`config.mk`:
```
export PLATFORM = sky130hd
export DESIGN_NAME = mem_port_arbiter
export DESIGN_NICKNAME = d
export VERILOG_FILES = /design/src/rtl/mips_mem_pkg.sv /design/src/rtl/mem_lat_counter.sv /design/src/rtl/mem_port_arbiter.sv
export SDC_FILE = /design/constraint.sdc
export NUM_CORES = 1
export LEC_CHECK = 0
export ABC_AREA = 1
export CORE_MARGIN = 8
export CORE_UTILIZATION = 36
export CTS_BUF_LIST = sky130_fd_sc_hd__clkbuf_16
export DETAILED_ROUTE_END_ITERATION = 6
export PLACE_DENSITY_LB_ADDON = 0.12
export SLEW_MARGIN = 40
export SYNTH_ARGS = -nofsm -noshare
export SYNTH_HDL_FRONTEND = slang
export SYNTH_SLANG_ARGS = --single-unit
```
`constraint.sdc`:
```
create_clock -name clk -period 5 [get_ports clk]
set_input_delay 1.25 -clock clk [delete_from_list [all_inputs] [get_ports clk]]
set_output_delay 1.25 -clock clk [all_outputs]
set_load 0.03 [all_outputs]
```
`src/rtl/mips_mem_pkg.sv`:
```
// rtl/mips_mem_pkg.sv - shared types and defaults for the memory port arbiter
package mips_mem_pkg;

    localparam int DEF_ADDR_W  = 32;
    localparam int DEF_DATA_W  = 32;
    localparam int DEF_MEM_LAT = 1;
    // Wide enough for the largest supported latency (4).
    localparam int LAT_W       = 3;

    typedef enum logic [1:0] {
        IDLE    = 2'd0,
        BUSY_IF = 2'd1,
        BUSY_DM = 2'd2
    } arb_state_t;

endpackage

```
`src/rtl/mem_lat_counter.sv`:
```
// rtl/mem_lat_counter.sv - read latency down-counter with a last-cycle flag
module mem_lat_counter
    import mips_mem_pkg::*;
(
    input  logic             clk,
    input  logic             rst,
    input  logic             load,
    input  logic [LAT_W-1:0] load_val,
    input  logic             dec,
    output logic             done
);

    logic [LAT_W-1:0] count;

    always_ff @(posedge clk) begin
        if (rst) begin
            count <= '0;
        end else if (load) begin
            count <= load_val;
        end else if (dec && (count != '0)) begin
            count <= count - 1'b1;
        end
    end

    // A value of one marks the cycle in which the memory data is valid.
    assign done = (count == LAT_W'(1));

endmodule

```
`src/rtl/mem_port_arbiter.sv`:
```
// rtl/mem_port_arbiter.sv - fetch/data arbiter for a single-port memory
module mem_port_arbiter
    import mips_mem_pkg::*;
#(
    parameter int ADDR_W       = DEF_ADDR_W,
    parameter int DATA_W       = DEF_DATA_W,
    parameter int MEM_LAT      = DEF_MEM_LAT,
    parameter int MAX_DM_BURST = 4
)(
    input  logic              clk,
    input  logic              rst,
    input  logic              if_req,
    input  logic [ADDR_W-1:0] if_addr,
    output logic              if_gnt,
    output logic              if_rvalid,
    output logic [DATA_W-1:0] if_rdata,
    input  logic              dm_req,
    input  logic              dm_we,
    input  logic [ADDR_W-1:0] dm_addr,
    input  logic [DATA_W-1:0] dm_wdata,
    output logic              dm_gnt,
    output logic              dm_rvalid,
    output logic [DATA_W-1:0] dm_rdata,
    output logic              mem_en,
    output logic              mem_we,
    output logic [ADDR_W-1:0] mem_addr,
    output logic [DATA_W-1:0] mem_wdata,
    input  logic [DATA_W-1:0] mem_rdata,
    output logic              stall_if,
    output logic              stall_mem
);

    localparam int STREAK_W = (MAX_DM_BURST < 1) ? 1 : $clog2(MAX_DM_BURST + 1);
    localparam logic [STREAK_W-1:0] STREAK_MAX = STREAK_W'(MAX_DM_BURST);
    localparam logic [LAT_W-1:0]    LAT_LOAD   = LAT_W'(MEM_LAT);

    arb_state_t          state;
    logic [STREAK_W-1:0] dm_streak;
    logic [DATA_W-1:0]   if_rdata_q;
    logic [DATA_W-1:0]   dm_rdata_q;
    logic                lat_done;
    logic                busy_done;
    logic                can_grant;
    logic                if_wins;
    logic                rd_grant;

    mem_lat_counter u_lat (
        .clk      (clk),
        .rst      (rst),
        .load     (rd_grant),
        .load_val (LAT_LOAD),
        .dec      (state != IDLE),
        .done     (lat_done)
    );

    // The completion cycle of a read doubles as a grant slot.
    assign busy_done = (state != IDLE) && lat_done;
    assign can_grant = !rst && ((state == IDLE) || busy_done);

    // Data side has priority until the fetch side has waited out a full burst.
    assign if_wins  = if_req && (!dm_req || (dm_streak == STREAK_MAX));
    assign if_gnt   = can_grant && if_wins;
    assign dm_gnt   = can_grant && dm_req && !if_wins;
    assign rd_grant = if_gnt || (dm_gnt && !dm_we);

    assign if_rvalid = !rst && (state == BUSY_IF) && lat_done;
    assign dm_rvalid = !rst && (state == BUSY_DM) && lat_done;
    assign if_rdata  = rst ? '0 : (if_rvalid ? mem_rdata : if_rdata_q);
    assign dm_rdata  = rst ? '0 : (dm_rvalid ? mem_rdata : dm_rdata_q);

    assign mem_en    = if_gnt || dm_gnt;
    assign mem_we    = dm_gnt && dm_we;
    assign mem_addr  = dm_gnt ? dm_addr : (if_gnt ? if_addr : '0);
    assign mem_wdata = dm_gnt ? dm_wdata : '0;

    assign stall_if  = !rst && ((if_req && !if_gnt) || ((state == BUSY_IF) && !if_rvalid));
    assign stall_mem = !rst && ((dm_req && !dm_gnt) || ((state == BUSY_DM) && !dm_rvalid));

    always_ff @(posedge clk) begin
        if (rst) begin
            state      <= IDLE;
            dm_streak  <= '0;
            if_rdata_q <= '0;
            dm_rdata_q <= '0;
        end else begin
            if (if_gnt) begin
                state <= BUSY_IF;
            end else if (dm_gnt && !dm_we) begin
                state <= BUSY_DM;
            end else if (busy_done) begin
                state <= IDLE;
            end

            if (!if_req || if_gnt) begin
                dm_streak <= '0;
            end else if (dm_gnt && (dm_streak != STREAK_MAX)) begin
                dm_streak <= dm_streak + 1'b1;
            end

            if (if_rvalid) begin
                if_rdata_q <= mem_rdata;
            end
            if (dm_rvalid) begin
                dm_rdata_q <= mem_rdata;
            end
        end
    end

endmodule
```
# --- Word level (Yosys, flattened, before mapping) ---
# Cells that the tools add are included.
classes:
  n_shift: 0
  n_div: 0
  eq_ne: 5
  mux: 12
  order_cmp: 0
  addsub: 2
  n_mul: 0
  n_bitwise: 0
  n_reduce_logical: 45
op_table:
  columns: ["cell", "count"]
  rows:
  - ["$mux 32", 7]
  - ["$logic_and 1x1->1", 20]
  - ["$logic_not 1->1", 9]
  - ["$logic_or 1x1->1", 7]
  - ["$reduce_bool 2->1", 3]
  - ["$reduce_bool 3->1", 2]
  - ["$reduce_or 2->1", 3]
  - ["$mux 2", 2]
  - ["$add 3x1->3 const B", 1]
  - ["$eq 3x1->1 const B", 1]
  - ["$eq 3x3->1 const B", 1]
  - ["$mux 1", 3]
  - ["$ne 3x3->1 const B", 1]
  - ["$sub 3x1->3 const B", 1]
  - ["$eq 2x1->1 const B", 1]
  - ["$eq 2x2->1 const B", 1]
  - ["$logic_not 2->1", 1]
totals:
  mem_bits_rw: 0
  output_inout_bits: 136
  memories: 0
  latch_bits: 0
  mem_bits_ro: 0
  reg_bits: 72

# --- Logic depth before layout (Yosys ltp) ---
# Gate-level depths: netlist of run 1.
depth:
  depth_word: 10
  depth_mapped: 11

# --- Cells and area by module ---
# A second synthesis of run 1 with hierarchy kept.
hier_totals:
  hier_cells: 540
  area_unflattened_um2: 3473.3
modules_own_cells:
  columns: ["module", "n_inst", "cells_each", "seq_area_each_um2", "area_each_um2"]
  rows:
  - ["mem_port_arbiter", 1, 506, 1381.3, 3241.9]
  - ["mem_lat_counter", 1, 34, 60.1, 231.5]

# --- Worst setup path after synthesis of run 1 ---
# Ideal clock, no wire load.
synth_path:
  path_kind: "input -> output"
  startpoint: "in rst"
  endpoint: "out dm_rdata[0]"
  setup_slack_ns: 1.299
  t_arrival_ns: 2.451
  stages: 4
  cell_sequence: "inv_2 -> nand3_1 -> buf_2 -> o21ai_0"
synth_via:
  elab_chain_len: 5
synth_rtl:
  columns: ["element", "line_no", "rtl"]
  rows:
  - ["start, declared", "mem_port_arbiter.sv:11", "input logic rst,"]
  - ["$logic_not 1->1", "mem_port_arbiter.sv:67", "assign dm_rvalid = !rst && (state == BUSY_DM) && lat_done;"]
  - ["$logic_and 1x1->1 (2 in a row)", "mem_port_arbiter.sv:67", null]
  - ["$mux 32", null, null]
  - ["$mux 32 *", "mem_port_arbiter.sv:69", "assign dm_rdata = rst ? '0 : (dm_rvalid ? mem_rdata : dm_rdata_q);"]
  - ["end, declared", "mem_port_arbiter.sv:23", "output logic [DATA_W-1:0] dm_rdata,"]
# Every way passes the cells marked *; elsewhere a longest branch is shown, timed or not.

# --- Final worst setup path of run 1 ---
# Ends and elaborated chain as after synthesis.

==> flow_metrics.env, run 1 <==
export IMPL_finalWirelength_um=14400
export IMPL_drc=0
export IMPL_wl_per_cell_um=16.2
export IMPL_yosysSeqAreaShare_pct=42.3
export IMPL_via_count=4044
export IMPL_port_buffers=268
export IMPL_register_area_um2=1440
export IMPL_finalCritPeriodShare_pct=91.4
export IMPL_start_util_pct=37.1
export IMPL_antenna_found_initial=0
export IMPL_dieWidth_um=113
export IMPL_final_max_slew_viol_count=0
export IMPL_hold_class="flip-flop to flip-flop"
export IMPL_diodes=0
export IMPL_power_density_nw_per_um2=265
export IMPL_rsz0062_at_grt="no"
export IMPL_area_delta_synth_final_pct=84.0
export IMPL_nets=908
export IMPL_fin_cells=886
export IMPL_cts_hold_buf=0
export IMPL_critPathCaptureType="output pin"
export IMPL_yosysWarnings=0
export IMPL_synth_cell_types=22
export IMPL_clock_sinks=72
export IMPL_gp_congestion=0.929
export IMPL_cp_start_kind="input port"
export IMPL_root_buffer="clkbuf_16"
export IMPL_cts_buffer_depth=2
export IMPL_cp_max_fo=42
export IMPL_core_um2=9200
export IMPL_netlist_instances=512
export IMPL_drv_cap=0
export IMPL_post_route_min_period_ns=4.57
export IMPL_firstDrtPassIters=5
export IMPL_cts_repair_resize_count=0
export IMPL_drive_above_1_share_pct=20.5
export IMPL_grt_max_degree=43
export IMPL_viasPerCell=4.56
export IMPL_p_leak_nw=3.13
export IMPL_slew_headroom_pct=67.7
export IMPL_multi_input_area_um2=1550
export IMPL_grt_pass1_wl_um=21900
export IMPL_arrival_ns=3.32
export IMPL_max_stage_delay_ns=0.50
export IMPL_dp_cells=870
export IMPL_fill_cells=774
export IMPL_cts_htree_levels=3
export IMPL_dieArea_um2=12800
export IMPL_postRouteAntennaNets=0
export IMPL_skew_ns=0.00578
export IMPL_fmax_mhz=219
export IMPL_postCtsSetupBuffers=0
export IMPL_synth_fp_nets=650
export IMPL_critPathSlowestCell="clkdlybuf4s50_1"
export IMPL_final_hold_violation_count=0
export IMPL_ys_ff_latch=72
export IMPL_whs_ns=0.479
export IMPL_holdPathStages=2
export IMPL_finalSetupTns_ns=0
export IMPL_worstPathRequired_ns=3.75
export IMPL_track_usage_pct=21.5
export IMPL_crit_type="input port to output pin"
export IMPL_r2r_cells=7
export IMPL_pin_count=269
export IMPL_dpl_hpwl_um=11600
export IMPL_cts_tree="built"
export IMPL_clk_pin_slew_ns=0.06
export IMPL_die_h_um=113
export IMPL_setup_violations=0
export IMPL_overflow=0
export IMPL_grt_pass1_vias=3978
export IMPL_ir_drop_v=0.000213
export IMPL_outcome="completed"
export IMPL_worstPathCellList="clkdlybuf4s50_1, inv_2, buf_4, nand3_2, buf_12, o21ai_0, buf_12"
export IMPL_placement_rows=35
export IMPL_cp_common_cell="buf_12"
export IMPL_insertion_delay_ns=0.32
export IMPL_syn_area_um2=3410
export IMPL_worst_pin_slew_ns=0.479
export IMPL_drtIter0Drc=357
export IMPL_postSynthAreaPerCell_um2=6.66
export IMPL_numCtsBuffers=9
-- flip-flops by register name, indices dropped and copies added, names as in the netlist --
name         count
if_rdata_q      32
dm_rdata_q      32
dm_streak        3
u_lat.count      3
state            2
-- where the power goes --
part           switching [mW]  internal (mW)  leakage [nW]  total [mW]
Combinational           0.266          0.222          2.42       0.489
Sequential            0.00626          0.589         0.581       0.595
Clock                   0.243          0.335         0.129       0.578
Total                   0.515           1.15          3.13        1.66
-- final timing paths --
kind | from | end | slack, ns
worst max register to register | u_lat.count[1] | if_rdata_q[9] | 3.14
worst min-delay path | dm_rdata_q[25] | dm_rdata_q[25] | 0.48
worst max-delay path | rst | dm_rdata[0] | 0.43
worst min register to register | dm_rdata_q[25] | dm_rdata_q[25] | 0.48
-- routing by layer --
layer	track usage, %	wire [um]
met1	23.3	5740
met2	38.8	7180
met3	7.03	1150
met4	6.75	282
met5	0	0
-- cells in the mapped netlist (all sizes together) --
| cell type | count | share of area, % |
|---|---|---|
| nor2 | 67 | 8.0 |
| o21ai | 53 | 7.8 |
| nand3 | 42 | 6.3 |
| buf | 23 | 4.4 |
| ha | 5 | 1.8 |
| o21a | 1 | 0.22 |
| xor2 | 2 | 0.51 |
| nand2 | 148 | 17 |
| a21oi | 25 | 3.7 |
| inv | 68 | 7.6 |
| o31ai | 1 | 0.22 |
| dfxtp | 72 | 42 |
| clkbuf | 5 | 0.55 |
-- layout make-up --
| cell class | instances | area share, % |
|---|---|---|
| clock buffer | 9 | 3.59 |
| sequential | 72 | 23.0 |
| tap | 111 | 2.21 |
| multi-input combinational | 344 | 24.7 |
| inverter | 68 | 4.11 |
| timing repair buffer | 275 | 41.7 |
| clock inverter | 7 | 0.778 |
-- critical path, delay by kind of cell --
kind,cells,cell delay (ns)
compound gates,1,0.41
buf+inv,5,1.38
simple gates,1,0.24
-- metrics by stage --
stage | worst slack [ns] | cell area [um2] | util, % | total power [mW]
floorplan | 1.30 | 3410 | - | 0.845
global placement | 0.534 | 6000 | 65.3 | 1.09
detailed placement | 0.429 | 6000 | 65.3 | 1.10
CTS | 0.431 | 6270 | 68.2 | 1.68
global route | 0.260 | 6270 | 68.2 | 1.73
finish | 0.429 | 6270 | 68.2 | 1.66
-- layout by cell type, fill, tap and decap left out, types with 9 or more instances in the layout --
cell / instances
nand3_1: 40
buf_12: 15
clkdlybuf4s50_1: 145
inv_1: 63
buf_4: 115
nor2_1: 64
nand2_1: 145
o21ai_0: 53
a21oi_1: 25
clkbuf_16: 9
dfxtp_1: 72
-- logic make-up (layout without fill, tap and decap cells) --
| kind of cell | Yosys count | after routing | synth area share [%] |
|---|---|---|---|
| buffers and inverters | 96 | 359 | 12.5 |
| AND/OR/NAND/NOR | 257 | 257 | 31.0 |
| AO/OA/AOI/OAI | 80 | 80 | 11.9 |
| XOR/XNOR | 2 | 2 | 0.514 |
| flip-flops | 72 | 72 | 42.3 |
| adder cells (fa/ha/maj) | 5 | 5 | 1.83 |
Note: power is estimated with default switching activity, not from simulation.
==> run 2, diff against run 1 <==
--- a/config.mk
+++ b/config.mk
@@ -15,3 +15,4 @@
 export SYNTH_ARGS = -nofsm -noshare
 export SYNTH_HDL_FRONTEND = slang
 export SYNTH_SLANG_ARGS = --single-unit
+export TNS_END_PERCENT = 50
==> results of run 2 <==
Same layout as run 1: the final DEF is identical, and so are final timing and power.
==> run 3, diff against run 2 <==
--- a/config.mk
+++ b/config.mk
@@ -5,7 +5,7 @@
 export SDC_FILE = /design/constraint.sdc
 export NUM_CORES = 1
 export LEC_CHECK = 0
-export ABC_AREA = 1
+export ABC_AREA = 0
 export CORE_MARGIN = 8
 export CORE_UTILIZATION = 36
 export CTS_BUF_LIST = sky130_fd_sc_hd__clkbuf_16
==> run 3 against run 2 <==
Compared with the run above: combinational power decreased by 25%; clock power decreased by 3.6%; global-route usage decreased by 1.5 points; die area increased by 5.1%; synthesized cell count decreased by 3.1%; clock skew increased by 0.0018 ns; largest cell class unchanged; largest power group unchanged.
==> flow_metrics.env, run 3 <==
export IMPL_wl_per_cell_um=16.2
export IMPL_final_max_slew_viol_count=0
export IMPL_finalWirelength_um=14200
export IMPL_arrival_ns=3.25
export IMPL_postRouteAntennaNets=0
export IMPL_cts_buffer_depth=2
export IMPL_dp_cells=863
export IMPL_viasPerCell=4.77
export IMPL_outcome="completed"
export IMPL_cp_common_cell="buf_4"
export IMPL_power_mw=1.52
export IMPL_crit_type="input port to output pin"
export IMPL_layout_common_cells="clkdlybuf4s50_1, nand2_1, buf_4"
export IMPL_synth_fp_nets=634
export IMPL_cts_tree="built"
export IMPL_max_stage_delay_ns=0.54
export IMPL_yosysSeqAreaShare_pct=39.9
export IMPL_via_count=4190
export IMPL_insertion_delay_ns=0.32
export IMPL_slew_headroom_pct=69.2
export IMPL_postSynthAreaPerCell_um2=7.29
export IMPL_track_usage_pct=20.1
export IMPL_grt_pass1_vias=4112
export IMPL_pin_count=269
export IMPL_area_delta_synth_final_pct=77.5
export IMPL_synth_top_area_share_pct=39.9
export IMPL_worstPathRequired_ns=3.75
export IMPL_diodes=0
export IMPL_dieArea_um2=13500
export IMPL_critPathCaptureType="output pin"
export IMPL_drv_cap=0
export IMPL_skew_ns=0.00755
export IMPL_ir_drop_v=0.000202
export IMPL_cts_htree_levels=3
export IMPL_grt_pass1_wl_um=21300
export IMPL_clock_sinks=72
export IMPL_sw_frac_of_total_pct=27.7
export IMPL_dp_slack_ns=0.405
export IMPL_synth_area_top_cells="dfxtp_1, nand2_1, a21oi_1"
export IMPL_final_common_cell="clkdlybuf4s50_1"
export IMPL_internal_power_mw=1.09
export IMPL_overflow=0
export IMPL_cp_start_kind="input port"
export IMPL_post_synth_top_count_cell="nand2_1"
export IMPL_post_route_min_period_ns=4.50
export IMPL_worst_pin_slew_ns=0.462
export IMPL_die_h_um=116
export IMPL_syn_area_um2=3610
export IMPL_gp_congestion=0.833
export IMPL_synth_edf_count=0
export IMPL_finalCritPeriodShare_pct=89.9
export IMPL_top_regs="dm_rdata_q: 32 flops, if_rdata_q: 32 flops"
export IMPL_hold_class="flip-flop to flip-flop"
export IMPL_dpl_hpwl_um=11300
export IMPL_synthTopCellsByCount="nand2_1, dfxtp_1, a21oi_1"
export IMPL_setup_violations=0
export IMPL_yosys_most_used_dff="dfxtp_1"
export IMPL_synth_cell_types=35
export IMPL_switchingPower_uw=420
export IMPL_start_util_pct=37.0
export IMPL_async_flop_share_pct=0
export IMPL_timing_final_ws_setup_ns=0.504
export IMPL_nets=879
export IMPL_root_buffer="clkbuf_16"
export IMPL_cts_hold_buf=0
export IMPL_p_leak_nw=2.47
export IMPL_rsz0062_at_grt="no"
export IMPL_drc=0
export IMPL_antenna_found_initial=0
export IMPL_numCtsBuffers=9
export IMPL_clkPwrFrac_pct=36.8
export IMPL_power_density_nw_per_um2=236
export IMPL_pwr_share_comb_pct=24.4
export IMPL_dieWidth_um=116
export IMPL_drive_above_1_share_pct=17.9
export IMPL_clk_pin_slew_ns=0.06
export IMPL_port_buffers=268
export IMPL_synth_top_area_cell="dfxtp_1"
export IMPL_fin_cells=878
export IMPL_path_delay_family="buffers and inverters"
export IMPL_drtIter0Drc=172
export IMPL_ys_ff_latch=72
export IMPL_utilization_pct=65.6
export IMPL_crit_buf_inv=3
export IMPL_placement_rows=36
export IMPL_worstPathCellList="clkdlybuf4s50_1, a21bo_2, and2_1, buf_4, nand2_1, a21oi_1, buf_4"
export IMPL_pwr_share_seq_pct=38.9
export IMPL_grt_max_degree=66
export IMPL_cts_repair_resize_count=0
export IMPL_yosysWarnings=0
export IMPL_fmax_mhz=222
export IMPL_core_um2=9770
export IMPL_cp_max_fo=26
export IMPL_netlist_instances=496
export IMPL_postCtsSetupBuffers=0
export IMPL_critPathSlowestCell="clkdlybuf4s50_1"
export IMPL_finalSetupTns_ns=0
export IMPL_firstDrtPassIters=4
export IMPL_final_hold_violation_count=0
run 3: worst min-delay path, delay by kind of cell (launching register included):
family | cells | cell delay, ns
AOI/OAI and AO/OA | 1 | 0.07
DFF | 1 | 0.29
and+or+nand+nor | 1 | 0.04
run 3: power by group through the flow:
stage               sequential, mW  clock, mW  combinational [mW]
floorplan                    0.600          0               0.180
global placement             0.600          0               0.366
detailed placement           0.601          0               0.370
CTS                          0.589      0.573               0.372
global route                 0.589      0.605               0.394
finish                       0.589      0.557               0.369
run 3: cells by family (layout without fill, tap and decap cells):
logic type | after synthesis | in the layout | share of synthesized area [%]
and+or+nand+nor | 255 | 255 | 33.8
AOI/OAI and AO/OA | 114 | 114 | 17.5
DFF | 72 | 72 | 39.9
buffers and inverters | 49 | 298 | 6.82
adders and majority gates | 5 | 5 | 1.73
xor gates and xnor gates | 1 | 1 | 0.242
run 3: final cells by class:
type | count | area (um2)
clock buffer | 9 | 225
clock inverter | 6 | 37.5
fill | 883 | 3360
inverter | 7 | 31.3
multi-input combinational | 375 | 1940
sequential | 72 | 1440
tap | 133 | 166
timing repair buffer | 276 | 2580
run 3: per-layer routing:
metal	global-route usage, %	part of all wire, %	up-vias
met5	0	0	-
met4	5.01	1.6	0
met3	8.43	10	18
met2	35.7	50	174
met1	21.4	39	1891
li1	-	-	2107
run 3: worst paths after layout:
| check | start | endpoint | slack [ns] | cells after the start |
|---|---|---|---|---|
| worst max-delay path | dm_req | mem_addr[12] | 0.50 | 7 |
| worst min-delay path | if_rdata_q[27] | if_rdata_q[27] | 0.46 | 2 |
| worst max register to register | u_lat.count[1] | if_rdata_q[5] | 3.06 | 7 |
| worst min register to register | if_rdata_q[27] | if_rdata_q[27] | 0.46 | 2 |
run 3: through the flow:
stage	cell area [um2]	hold WS, ns
2_1_floorplan	3610	0.449
5_1_grt	6420	0.475
3_5_place_dp	6150	0.454
6_report	6420	0.463
3_3_place_gp	6150	0.449
4_1_cts	6410	0.464
